===== config.mk =====
export PLATFORM = sky130hd
export DESIGN_NAME = rst_sequencer_flat
export DESIGN_NICKNAME = d
export VERILOG_FILES = /design/src/rtl/rst_sequencer_if.sv /design/src/rtl/rst_sequencer.sv /design/src/flat_wrapper.sv
export SDC_FILE = /design/constraint.sdc
export NUM_CORES = 1
export LEC_CHECK = 0
export ABC_AREA = 1
export CORE_MARGIN = 2
export CORE_UTILIZATION = 50
export CTS_BUF_LIST = sky130_fd_sc_hd__clkbuf_8
export DETAILED_ROUTE_END_ITERATION = 12
export PLACE_DENSITY = 0.77
export SLEW_MARGIN = 20
export SYNTH_ARGS = -nofsm -noshare
export SYNTH_HDL_FRONTEND = slang
export SYNTH_SLANG_ARGS = --single-unit
export TNS_END_PERCENT = 5

===== constraint.sdc =====
create_clock -name clk -period 1.4 [get_ports clk]
set_input_delay 0.28 -clock clk [delete_from_list [all_inputs] [get_ports clk]]
set_output_delay 0.28 -clock clk [all_outputs]
set_load 0.02 [all_outputs]

===== src/rtl/rst_sequencer_if.sv =====
// Reset-sequencer signal bundle: per-domain reset/ready, software request/ack
// and status. The sequencer uses master; its environment uses slave.
interface rst_sequencer_if #(
   parameter int N_DOM = 4
);
   logic [N_DOM-1:0] dom_rst;
   logic [N_DOM-1:0] dom_rdy;
   logic             sw_req;
   logic [N_DOM-1:0] sw_mask;
   logic             sw_ack;
   logic             all_up;
   logic [N_DOM-1:0] timeout_err;

   modport master (
      output dom_rst, sw_ack, all_up, timeout_err,
      input  dom_rdy, sw_req, sw_mask
   );

   modport slave (
      input  dom_rst, sw_ack, all_up, timeout_err,
      output dom_rdy, sw_req, sw_mask
   );
endinterface


===== src/rtl/rst_sequencer.sv =====
// Releases functional reset domains one at a time, lowest index first,
// waiting for each domain's ready (or a timeout) before moving on. Supports
// software re-reset of a domain and all of its dependents while running.
module rst_sequencer #(
   parameter int N_DOM   = 4,
   parameter int DELAY   = 8,
   parameter int TIMEOUT = 1000
) (
   input  logic            clk,
   input  logic            rst,
   rst_sequencer_if.master bus
);
   localparam int CMAX = (DELAY > TIMEOUT) ? DELAY : TIMEOUT;
   localparam int CW   = $clog2(CMAX + 1);
   localparam int IW   = (N_DOM > 1) ? $clog2(N_DOM) : 1;

   typedef enum logic [2:0] {
      S_HOLD,
      S_WAIT,
      S_GAP,
      S_RUN,
      S_SWHOLD
   } state_t;

   state_t           state, state_nxt;
   logic [CW-1:0]    cnt, cnt_nxt;
   logic [IW-1:0]    cur, cur_nxt;
   logic [N_DOM-1:0] dom_rst_q, dom_rst_nxt;
   logic [N_DOM-1:0] err_q, err_nxt;
   logic             sw_seq, sw_seq_nxt;
   logic             ack_pend, ack_pend_nxt;
   logic             sw_ack_q, sw_ack_nxt;
   logic [IW-1:0]    k_low;
   logic [N_DOM-1:0] dep_mask;

   logic delay_done, to_done, rdy_cur, last_dom, sw_go, sw_nop;

   assign delay_done = (cnt == CW'(DELAY - 1));
   assign to_done    = (cnt == CW'(TIMEOUT - 1));
   assign rdy_cur    = bus.dom_rdy[cur];
   assign last_dom   = (cur == IW'(N_DOM - 1));
   assign sw_go      = bus.sw_req && (bus.sw_mask != '0);
   assign sw_nop     = bus.sw_req && (bus.sw_mask == '0);

   assign bus.dom_rst     = dom_rst_q;
   assign bus.timeout_err = err_q;
   assign bus.sw_ack      = sw_ack_q;
   assign bus.all_up      = (state == S_RUN);

   // State and datapath registers; rst forces every reset value and drops a pending ack.
   always_ff @(posedge clk) begin
      if (rst) begin
         state     <= S_HOLD;
         cnt       <= '0;
         cur       <= '0;
         dom_rst_q <= '1;
         err_q     <= '0;
         sw_seq    <= 1'b0;
         ack_pend  <= 1'b0;
         sw_ack_q  <= 1'b0;
      end else begin
         state     <= state_nxt;
         cnt       <= cnt_nxt;
         cur       <= cur_nxt;
         dom_rst_q <= dom_rst_nxt;
         err_q     <= err_nxt;
         sw_seq    <= sw_seq_nxt;
         ack_pend  <= ack_pend_nxt;
         sw_ack_q  <= sw_ack_nxt;
      end
   end

   // Next-state decision: hold/gap timing, ready-or-timeout exit, software entry from RUN.
   always_comb begin
      state_nxt = state;
      unique case (state)
         S_HOLD, S_SWHOLD: if (delay_done) state_nxt = S_WAIT;
         S_WAIT:           if (rdy_cur || to_done) state_nxt = last_dom ? S_RUN : S_GAP;
         S_GAP:            if (delay_done) state_nxt = S_WAIT;
         S_RUN:            if (sw_go) state_nxt = S_SWHOLD;
         default:          state_nxt = S_HOLD;
      endcase
   end

   // Next values of counter, domain index, reset/error flags and the ack pulse.
   always_comb begin
      cnt_nxt      = (state_nxt != state || state == S_RUN) ? '0 : cnt + 1'b1;
      cur_nxt      = cur;
      dom_rst_nxt  = dom_rst_q;
      err_nxt      = err_q;
      sw_seq_nxt   = sw_seq;
      ack_pend_nxt = 1'b0;
      sw_ack_nxt   = 1'b0;

      // Lowest requested domain; it and every domain above it get reset.
      k_low = '0;
      for (int unsigned i = N_DOM; i > 0; i--) begin
         if (bus.sw_mask[i-1]) k_low = IW'(i - 1);
      end
      dep_mask = '0;
      for (int unsigned j = 0; j < N_DOM; j++) begin
         if (j >= 32'(k_low)) dep_mask[j] = 1'b1;
      end

      unique case (state)
         S_HOLD, S_SWHOLD: begin
            if (delay_done) dom_rst_nxt[cur] = 1'b0;
         end
         S_WAIT: begin
            // Ready on the timeout edge wins: no error is flagged.
            if (!rdy_cur && to_done) err_nxt[cur] = 1'b1;
            if ((rdy_cur || to_done) && last_dom) begin
               ack_pend_nxt = sw_seq;
               sw_seq_nxt   = 1'b0;
            end
         end
         S_GAP: begin
            if (delay_done) begin
               cur_nxt              = cur + 1'b1;
               dom_rst_nxt[cur_nxt] = 1'b0;
            end
         end
         S_RUN: begin
            // Ack lands one cycle after all_up rises, or right after an empty request.
            sw_ack_nxt = ack_pend || sw_nop;
            if (sw_go) begin
               dom_rst_nxt = dom_rst_q | dep_mask;
               cur_nxt     = k_low;
               sw_seq_nxt  = 1'b1;
            end
         end
         default: ;
      endcase
   end
endmodule


===== src/flat_wrapper.sv =====
// flat-port wrapper written by rule: the top's interface ports become plain ports
module rst_sequencer_flat 
#(
   parameter int N_DOM   = 4,
   parameter int DELAY   = 8,
   parameter int TIMEOUT = 1000
)
  (clk, rst, bus_dom_rst, bus_sw_ack, bus_all_up, bus_timeout_err, bus_dom_rdy, bus_sw_req, bus_sw_mask);
  rst_sequencer_if #(.N_DOM(N_DOM)) bus_i ();
  input  logic clk;
  input  logic rst;
  output wire logic [$bits(bus_i.dom_rst)-1:0] bus_dom_rst;
  output wire logic [$bits(bus_i.sw_ack)-1:0] bus_sw_ack;
  output wire logic [$bits(bus_i.all_up)-1:0] bus_all_up;
  output wire logic [$bits(bus_i.timeout_err)-1:0] bus_timeout_err;
  input wire logic [$bits(bus_i.dom_rdy)-1:0] bus_dom_rdy;
  input wire logic [$bits(bus_i.sw_req)-1:0] bus_sw_req;
  input wire logic [$bits(bus_i.sw_mask)-1:0] bus_sw_mask;
  assign bus_dom_rst = bus_i.dom_rst;
  assign bus_sw_ack = bus_i.sw_ack;
  assign bus_all_up = bus_i.all_up;
  assign bus_timeout_err = bus_i.timeout_err;
  assign bus_i.dom_rdy = bus_dom_rdy;
  assign bus_i.sw_req = bus_sw_req;
  assign bus_i.sw_mask = bus_sw_mask;
  rst_sequencer #(.N_DOM(N_DOM), .DELAY(DELAY), .TIMEOUT(TIMEOUT)) u_core (.clk(clk), .rst(rst), .bus(bus_i));
endmodule

==> impl_results.md <==
* Post-synthesis sequential area ratio at 0.3636
* R2r startpoint: u_core.state[1]
* Antenna violations before repair at 0
* Max cap viols at 0
* RD Place Congestion at 0.8486
* Hold crit path type: flip-flop to flip-flop
* CP required at 1.60 ns
* Fillers at 207
* Final hold violations at 0
* Final setup fails at 15
* Hold Slack at 0.4468 ns
* Die H at 57.51 µm
* First-pass GRT wire length at 5.865 mm
* Clock share of power at 0.354
* Root buffer cell: clkbuf_8
* NumNets Final at 269
* Slew of the pin with the lowest slew margin at 0.4657 ns
* Startpoint Class: flip-flop
* Diodes inserted at 0
* GRT Overall Usage at 0.2240
* DP Area at 1826 µm²
* Final Slew Violations at 0
* Mapped Nets at 217
* 1st-iter DRT viols at 70
* Pre-CTS WS at -0.4767 ns
* Die ar. at 3307 µm²
* Drc violations at 0
* Area occupied by multi-input gates at 964.7 µm²
* Final HPWL DP at 2.645 mm
* IO buf count at 20
* R2R depth at 10
* H-tree levels at 1
* Library cells used by synthesis at 28
* DRT antenna net count at 0
* RSZ-0062 raised after global routing: true
* CTS buffer count at 3
* Worst reg2reg endpoint: u_core.cnt[8]
* Failing checks: negative setup slack
* Hold Path Depth at 2
* Post-Layout Cell Count at 281
* Die X at 57.51 µm
* Power Dens Cells at 667.8 nW/µm²
* Standard-cell rows at 19
* CTS max path bufs at 2
* Number of synthesized register bits at 26
* CTS tree: done
* Status: complete, but fails checks
* Critical path arrival at 1.74 ns
* Sw Pwr at 0.3267 mW
* R2R Setup Slk at -0.13 ns
* Post-route clock skew at 0.004180 ns
* Clock-pin slew on the worst setup and hold paths at 0.09 ns
* Layout area overhead at 47.12%
* Setup ws final at -0.1348 ns
* Post-Syn Area at 1431 µm²
* I/O pin count at 21
* Vias in the first global route at 1486
* DR pass1 iterations at 4
* Hold Path End: u_core.bus.timeout_err[0]
* CORE AREA at 2734 µm²
* Clock sink count at 26
* Initial Utilization at 0.5236
* Seq pwr share at 0.541
* CP endpoint kind: flip-flop
* Syn avg cell area at 7.193 µm²
* Drt via density at 5.352
* Clk Latency, worst-skew pair at 0.27 ns
* Global route total overflow at 0
* Peak Freq at 651.6 MHz
* VDD IR max at 736.2 µV
* Crit Path Max Fanout at 5
* Share of cells above drive strength 1 at 0.3240
* Post-CTS Hold Fix Bufs at 0
* Drt wl/cell at 13.75 µm
* Sw frac at 0.2323
* HP Start: u_core.bus.timeout_err[0]
* Cells after Synth at 199
* Ys Warns at 0
* CP Class: flip-flop to flip-flop
* P_int at 1.080 mW
* Largest net degree at the start of global routing at 15
* Leak pwr at 0.9297 nW
* Final worst path period share at 1.096
* Sequential standard cell area at 526.8 µm²
* Post-Place Cells at 269
* Gate power share at 0.106
* Finished Cell Area at 2106 µm²
* Finished Core Util at 0.7703
* Vias at 1504
* Min cycle time layout at 1.535 ns
* Worst slew margin at 0.6882
* Routed WL at 3.864 mm
==> worst max-delay path, stage by stage, from the launching register on <==
cell	delay [ns]
dfxtp_2	0.33
inv_2	0.08
nor2_4	0.05
inv_2	0.08
nor2_4	0.04
buf_6	0.13
nand2_8	0.08
nand2_2	0.06
o211ai_1	0.23
nand2_4	0.16
nor3_2	0.22
==> what timing repair did <==
action	in CTS	in global routing
buffers inserted	0	6
pin swaps	3	21
endpoints found under the setup margin	28	25
resized for setup	21	46
cloned	0	2
==> kinds of logic (layout without fill, tap and decap cells) <==
logic type | count (synthesis) | count (layout) | share of synthesized area
fa+ha+maj | 7 | 7 | 0.06119
flops | 26 | 26 | 0.3636
buf+inv | 32 | 81 | 0.08916
simple gates | 95 | 97 | 0.3191
compound gates | 31 | 31 | 0.1180
xor+xnor | 8 | 8 | 0.04895
==> worst max-delay path by stage <==
stage | cells after the start | to | slack [ns] | from
after floorplan | 5 | u_core.cnt[2] | 0.006 | u_core.state[0]
after global placement | 10 | u_core.cnt[6] | -0.35 | bus_sw_mask[2]
after detailed placement | 10 | u_core.cnt[8] | -0.48 | bus_sw_mask[2]
after CTS | 11 | u_core.bus.dom_rst[0] | -0.10 | u_core.state[1]
after global routing | 8 | u_core.bus.dom_rst[0] | -0.20 | u_core.cnt[1]
final | 10 | u_core.cnt[8] | -0.13 | u_core.state[1]
==> flip-flops by register name, summed over array words and instances, names as in the netlist <==
| name | flops |
|---|---|
| u_core.ack_pend | 1 |
| u_core.state | 3 |
| u_core.bus.timeout_err | 4 |
| u_core.bus.sw_ack | 1 |
| u_core.sw_seq | 1 |
| u_core.bus.dom_rst | 4 |
| u_core.cnt | 10 |
| u_core.cur | 2 |
==> per-stage QoR <==
step / setup TNS, ns / power (mW)
2_1_floorplan: 0 / 0.8261
3_3_place_gp: -5.911 / 0.8854
3_5_place_dp: -7.553 / 0.8913
4_1_cts: -1.328 / 1.383
5_1_grt: -2.613 / 1.457
6_report: -1.109 / 1.406
==> cell type report <==
| class | instances | area share |
|---|---|---|
| Sequential cell | 26 | 0.2501 |
| Tap cell | 31 | 0.01842 |
| Clock buffer | 4 | 0.02614 |
| Timing Repair Buffer | 47 | 0.1937 |
| Inverter | 30 | 0.05348 |
| Multi-Input combinational cell | 143 | 0.4581 |
==> layout by cell type (no fill, tap or decap), types with 6 or more instances in the layout <==
master / count
a21oi_1: 10
buf_4: 24
clkdlybuf4s50_1: 6
dfxtp_1: 21
dlygate4sd2_1: 9
ha_1: 6
inv_1: 25
nand2_1: 27
nand2_2: 9
nand3_1: 8
nand4_1: 7
nor2_1: 17
nor3_2: 12
o21ai_0: 8
xor2_1: 7
==> power by group through the flow <==
| stage | logic, mW | registers (mW) | clock network, mW |
|---|---|---|---|
| after floorplan | 0.0517 | 0.774 | 0 |
| after global placement | 0.114 | 0.771 | 0 |
| after detailed placement | 0.119 | 0.772 | 0 |
| after CTS | 0.122 | 0.755 | 0.506 |
| after global routing | 0.162 | 0.761 | 0.533 |
| final | 0.149 | 0.760 | 0.497 |
==> synthesized netlist by cell type, drive strengths merged <==
master / n / area, µm²
a21oi: 11 / 55.05
a22oi: 1 / 7.510
a31oi: 1 / 6.260
buf: 1 / 11.26
clkbuf: 1 / 3.750
dfxtp: 26 / 520.5
ha: 7 / 87.58
inv: 30 / 112.6
nand2: 39 / 156.4
nand3: 11 / 72.57
nand4: 7 / 43.79
nor2: 23 / 103.9
nor3: 15 / 80.08
o211ai: 2 / 15.01
o21a: 1 / 7.510
o21ai: 14 / 70.06
o21bai: 1 / 7.510
xnor2: 1 / 8.760
xor2: 7 / 61.31
==> metal layers <==
| metal | GRT usage | wire, µm |
|---|---|---|
| met5 | 0 | 0 |
| met2 | 0.4351 | 2133 |
| met4 | 0.08970 | 92 |
| met1 | 0.2373 | 1482 |
| met3 | 0.03175 | 155 |
Note: power is estimated with default switching activity, not from simulation.
